==> src/rtl/synchronous_fifo_2.sv <==
// synchronous_fifo_2: single-clock FIFO with wrap-bit pointers and full/empty flags
module synchronous_fifo_2 #(
  parameter int DATA_WIDTH = 8,
  parameter int DEPTH = 8
) (
  input  logic                  clk,
  input  logic                  rst,
  input  logic                  w_en,
  input  logic                  r_en,
  input  logic [DATA_WIDTH-1:0] data_in,
  output logic [DATA_WIDTH-1:0] data_out,
  output logic                  full,
  output logic                  empty
);
  localparam int AW = $clog2(DEPTH);
  logic [AW:0] wr_ptr, rd_ptr;
  logic [DATA_WIDTH-1:0] mem [DEPTH];
  logic w_ok, r_ok;
  assign empty = wr_ptr == rd_ptr;
  assign full = wr_ptr[AW-1:0] == rd_ptr[AW-1:0] && wr_ptr[AW] != rd_ptr[AW];
  assign w_ok = w_en && !full;
  assign r_ok = r_en && !empty;
  // storage array; contents are not reset and only matter once written
  always_ff @(posedge clk)
    if (w_ok) mem[wr_ptr[AW-1:0]] <= data_in;
  // pointers advance on accepted requests; data_out only changes on an accepted read
  always_ff @(posedge clk or negedge rst)
    if (!rst) begin
      wr_ptr <= '0;
      rd_ptr <= '0;
      data_out <= '0;
    end else begin
      if (w_ok) wr_ptr <= wr_ptr + 1'b1;
      if (r_ok) begin
        rd_ptr <= rd_ptr + 1'b1;
        data_out <= mem[rd_ptr[AW-1:0]];
      end
    end
endmodule

==> config.mk <==
export PLATFORM = sky130hd
export DESIGN_NAME = synchronous_fifo_2
export DESIGN_NICKNAME = d
export VERILOG_FILES = /design/src/rtl/synchronous_fifo_2.sv
export SDC_FILE = /design/constraint.sdc
export NUM_CORES = 1
export LEC_CHECK = 0
export CELL_PAD_IN_SITES_DETAIL_PLACEMENT = 0
export CELL_PAD_IN_SITES_GLOBAL_PLACEMENT = 1
export CORE_UTILIZATION = 54
export DETAILED_ROUTE_END_ITERATION = 12
export GPL_ROUTABILITY_DRIVEN = 0
export HOLD_SLACK_MARGIN = 0.1
export PLACE_DENSITY = 0.88
export SLEW_MARGIN = 20
export SYNTH_ARGS = -nofsm -noshare
export SYNTH_HDL_FRONTEND = slang
export SYNTH_SLANG_ARGS = --single-unit
==> constraint.sdc <==
create_clock -name clk -period 5.7 [get_ports clk]
set_input_delay 1.71 -clock clk [delete_from_list [all_inputs] [get_ports clk]]
set_output_delay 1.71 -clock clk [all_outputs]
set_load 0.02 [all_outputs]
==> results_dict.tcl, run 1 <==
set metrics [dict create \
    p_sw_uw 631 \
    power_frac_seq 0.468 \
    post-dp-hpwl_microns 3430 \
    crit_family "flip-flops" \
    ctsResizeCount 0 \
    rows 27 \
    drv_cap 0 \
    synth-warning-count 0 \
    vdd_drop_max_uv 304 \
    cts_tree "yes" \
    cts_hold_buf 0 \
    min_path_type "reg -> reg" \
    cp.arrival_ps 2680 \
    drtIter0Drc 134 \
    worst_setup_path_end_kind "primary output" \
    clock.fmax_ghz 0.228 \
    syn_nets 182 \
    layout_common_cells "edfxtp_1, clkdlybuf4s50_1, mux4_2, dfrtp_1, clkbuf_8" \
    dieArea_sq_um 6220 \
    syn_avg_cell_area_sq_um 19.0 \
    post-cts-setup-buffers 0 \
    grt_pass1_vias 1575 \
    initial_utilization 0.569 \
    grt_overflow 0 \
    crit_chain "xor2_1 -> or2_1 -> nor3_1 -> clkdlybuf4s50_1" \
    slew_headroom 0.372 \
    die_w_microns 78.9 \
    tns_ps 0 \
    netlist_area_sq_um 3190 \
    dr_total_vias 1526 \
    portBuffers 21 \
    cts.reportedPaths.clkPinSlew_ps 80 \
    dr.pass1.iters 4 \
    area_growth_pct 14.5 \
    mostFrequentLayoutCell "edfxtp_1" \
    combPwrFrac 0.337 \
    outcome "complete, no violations" \
    drtAntennaViolNets 0 \
    worstPathRequired_ps 3990 \
    grt_max_degree 21 \
    viasPerCell 5.63 \
    syn-instance-count 168 \
    synth_seq_cells 80 \
    wire_per_inst_microns 20.3 \
    fin_crit_sh 0.769 \
    dieHeight_microns 78.9 \
    powerDensity_nw_per_um2 517 \
    clock_latency_ps 350 \
    cp_slowest_stage_delay_ps 890 \
    place_inst 254 \
    clockPowerShare 0.195 \
    worst_pin_slew_ps 938 \
    drc 0 \
    fin_nets 208 \
    wl_microns 5500 \
    ys_types 24 \
    drive_above_1_share 0.186 \
    htreeDepth 3 \
    ys_seq_area_frac 0.728 \
    setup.worst_path.class "reg -> out" \
    setup_viol 0 \
    antenna_found_initial 0 \
    clock_sinks 80 \
    layout.cells.non_filler 271 \
    p_leak_nw 1.26 \
    critPathMaxFanout 20 \
    cp.buffers_inverters 1 \
    slew_viol_final 0 \
    ff_latch_area_sq_um 2320 \
    cts_buffers 9 \
    cp-start-kind "flip-flop" \
    clk_path_buf_depth 2 \
    core_sq_um 5610 \
    hold_viol_final 0 \
    internal_power_mw 1.26 \
    swShare 0.333 \
    fin_crit_ps 4390 \
    fin_worst_skew_ps 8.95 \
    grt_pass1_wl_microns 8460 \
    multi_input_comb_area_sq_um 831 \
    antenna_cells 0 \
    fill_cells 393 \
    pin_count 22 \
    rsz0062_at_grt "false" \
    cts-root-buf "clkbuf_8" \
    grt_usage 0.201 \
    critPathSlowestCell "dfrtp_1" \
]
-- state kept, by name (all words and copies together) (netlist names) --
name and flops:
rd_ptr 4, wr_ptr 4, mem 64, data_out 8
-- power by group through the flow --
| stage | combinational [mW] | clock (mW) | sequential [mW] |
|---|---|---|---|
| finish | 0.638 | 0.368 | 0.885 |
| global route | 0.688 | 0.396 | 0.900 |
| CTS | 0.639 | 0.374 | 0.885 |
| detailed placement | 0.638 | 0 | 0.897 |
| global placement | 0.613 | 0 | 0.887 |
| floorplan | 0.476 | 0 | 0.860 |
-- path summary, 6_finish.rpt --
check	start	end	slack, ps	cells after the start
max in group asynchronous	rst	rd_ptr[0]	3340	1
worst max-delay path	rd_ptr[1]	full	1310	4
worst max register to register	rd_ptr[1]	mem[5][7]	2740	4
min in group asynchronous	rst	rd_ptr[2]	1840	1
worst min-delay path	data_out[3]	data_out[3]	490	2
worst min register to register	data_out[3]	data_out[3]	490	2
-- worst reg2reg max path, delay by kind of cell, from the launching register on --
kind,cells,cell delay [ps]
AND/OR/NAND/NOR,2,1030
flip-flops,1,890
XOR/XNOR,1,460
AO/OA/AOI/OAI,1,190
-- metal layers --
layer,wire [microns],up-vias,GRT usage
li1,-,698,-
met1,2370,777,0.264
met2,2750,36,0.313
met3,201,15,0.0425
met4,181,0,0.120
met5,0,-,0
-- metrics by stage --
| step | cell area, sq um | util | total power, mW | setup slack, ps | hold slack, ps |
|---|---|---|---|---|---|
| detailed placement | 3460 | 0.617 | 1.53 | 1680 | 483 |
| global placement | 3460 | 0.617 | 1.50 | 1790 | 466 |
| CTS | 3630 | 0.648 | 1.90 | 1300 | 499 |
| global route | 3650 | 0.652 | 1.98 | 1190 | 523 |
| finish | 3650 | 0.652 | 1.89 | 1310 | 493 |
| floorplan | 3190 | - | 1.34 | 2540 | 498 |
-- cell usage after synthesis (all sizes together) --
cell type	instances	area, sq um
buf	6	40.0
clkbuf	2	7.51
dfrtp	16	400
edfxtp	64	1920
ha	2	25.0
inv	3	11.3
mux2	2	26.3
mux2i	8	80.1
mux4	16	360
nand2	9	33.8
nand2b	3	18.8
nand3	1	5.00
nor2	8	30.0
nor3	5	30.0
o21ai	8	40.0
o41ai	2	43.8
or2	2	12.5
xnor2	4	35.0
xor2	7	68.8
-- logic make-up (layout without fill, tap and decap cells) --
family	Yosys count	count (layout)	share of synthesized area
flip-flops	80	80	0.728
AND/OR/NAND/NOR	28	28	0.0408
multiplexers	26	26	0.146
XOR/XNOR	11	11	0.0325
buffers and inverters	11	42	0.0184
AO/OA/AOI/OAI	10	10	0.0263
adder cells (fa/ha/maj)	2	2	0.00784
-- area by class of cell --
type                    instances  share of cell area
flip-flops and latches         80               0.635
well taps                      72              0.0246
repair buffers                 23              0.0626
multi-input cells              77               0.227
clock inverters                 1             0.00137
inverters                       3             0.00308
clock buffers                  15              0.0455
Power figures use the tool's default switching activity.
==> inputs of run 2 (changes only) <==
Settings changed: CORE_UTILIZATION 54 to 45, PLACE_DENSITY 0.88 to 0.79.
Clock period 5.7 ns to 3.7 ns, I/O delays scaled along.
==> run 2 against run 1 <==
Compared with the run above: final area rose by 1.9%; sequential power rose by 49%; sequential share of layout area fell by 1.2 points; power rose by 59%; first-iteration DRC count fell by 27%; routed wire length rose by 1.2%; flip-flop and latch count did not move; register-to-register slack got worse by 1600 ps; clock-buffer cell count fell by 5; non-clock buffer count rose by 3; die area rose by 19%; utilization fell by 11 points.
==> results_dict.tcl, run 2 (synthesis results as in run 1) <==
set metrics [dict create \
    postLayoutCoreUtil 0.545 \
    grt_pass1_wl_microns 8910 \
    cts_hold_buf 0 \
    drtIter0Drc 98 \
    wire_per_inst_microns 18.7 \
    grt_max_degree 21 \
    grt_pass1_vias 1563 \
    fin_nets 211 \
    multi_input_comb_area_sq_um 821 \
    wl_microns 5570 \
    dieArea_sq_um 7430 \
    critPathMaxFanout 11 \
    worstPathRequired_ps 2590 \
    outcome "complete, no violations" \
    fin_crit_ps 3340 \
    drc 0 \
    clock.fmax_ghz 0.299 \
    vdd_drop_max_uv 291 \
    fin_ws_ps 361 \
    rows 30 \
    largest_reg_flops 64 \
    crit_chain "xor2_1 -> nor3_1 -> clkdlybuf4s50_1" \
    post-cts-setup-buffers 0 \
    grt_busiest_layer "met2" \
    layout_common_cells "edfxtp_1, clkdlybuf4s50_1, mux4_2, dfrtp_1, clkbuf_8" \
    grt_usage 0.171 \
    fill_cells 534 \
    met2_usage 0.256 \
    setup_viol 0 \
    fin_crit_sh 0.902 \
    p_leak_nw 1.29 \
    worst_setup_path_end_kind "primary output" \
    pin_count 22 \
    cts.reportedPaths.clkPinSlew_ps 80 \
    fin_worst_skew_ps 12.3 \
    setup.worst_path.class "reg -> out" \
    clk_path_buf_depth 2 \
    cts_buffers 9 \
    clock_latency_ps 350 \
    drv_cap 0 \
    viasPerCell 5.16 \
    antenna_cells 0 \
    grt.met3_usage 0.0619 \
    slew_viol_final 0 \
    htreeDepth 3 \
    use_met1 0.232 \
    hold_viol_final 0 \
    antenna_found_initial 0 \
    drtAntennaViolNets 0 \
    ff_latch_area_sq_um 2320 \
    ctsResizeCount 0 \
    portBuffers 21 \
    cts-root-buf "clkbuf_8" \
    worst_pin_slew_ps 970 \
    area_growth_pct 16.7 \
    pre_cts_slack_ps 682 \
    mostFrequentLayoutCell "edfxtp_1" \
    rsz0062_at_grt "false" \
    drive_above_1_share 0.208 \
    slew_headroom 0.351 \
    crit_family "flip-flops" \
    cp_slowest_stage_delay_ps 700 \
    cp-start-kind "flip-flop" \
    cp.arrival_ps 2230 \
    dr.pass1.iters 4 \
    core_sq_um 6830 \
    layout.cells.non_filler 298 \
    post-dp-hpwl_microns 3880 \
    cp.buffers_inverters 1 \
    placed_area_sq_um 3520 \
    final_area_sq_um 3720 \
    tns_ps 0 \
    cts_tree "yes" \
    grt_overflow 0 \
    critPathSlowestCell "dfrtp_1" \
    dieHeight_microns 86.2 \
    min_path_type "reg -> reg" \
    powerDensity_nw_per_um2 806 \
    place_inst 282 \
    die_w_microns 86.2 \
    dr_total_vias 1538 \
    clock_sinks 80 \
    initial_utilization 0.467 \
]
==> run 2: cell types whose count changed in the layout (fill, tap and decap cells not counted), moves of 2 or more <==
cell,delta
nor3_2,-2
clkbuf_1,-4
inv_6,+2
buf_4,+4
nor3_1,+2
==> run 2: report_power, final <==
group,switching [mW],leakage (nW),internal (mW),total [mW]
clock,0.316,0.103,0.332,0.648
combinational,0.550,0.414,0.482,1.03
sequential,0.139,0.772,1.18,1.32
total,1.00,1.29,2.00,3.00
==> run 2: worst min-delay path: cells and delay by family, from the launching register on <==
family	cells	cell delay (ps)
flops	1	350
compound gates	1	60
simple gates	1	50
==> run 2: layer usage <==
metal  up-vias  share of wire
li1        705              -
met1       787           0.46
met2        44           0.49
met3         2          0.048
met4         0         0.0049
met5         -              0
==> run 2: cell type report <==
class                           instances  share of cell area
Tap cell                               96              0.0322
Multi-Input combinational cell         77               0.220
Clock buffer                           10              0.0369
Inverter                                3             0.00302
Sequential cell                        80               0.623
Timing Repair Buffer                   26              0.0665
Clock inverter                          6              0.0175
==> run 2: worst paths after layout <==
check / startpoint / to / slack [ps] / depth (start not counted)
setup / recovery: rd_ptr[2] / empty / 360 / 3
hold / removal: data_out[3] / data_out[3] / 490 / 2
setup reg to reg: rd_ptr[2] / mem[3][1] / 1100 / 4
hold reg to reg: data_out[3] / data_out[3] / 490 / 2
max in group asynchronous: rst / data_out[2] / 2040 / 1
min in group asynchronous: rst / wr_ptr[3] / 1190 / 1
==> run 2: per-stage QoR <==
stage	total power, mW	hold slack (ps)
after floorplan	2.06	498
after global placement	2.34	469
after detailed placement	2.39	483
after CTS	3.03	502
after global routing	3.16	527
final	3.00	492
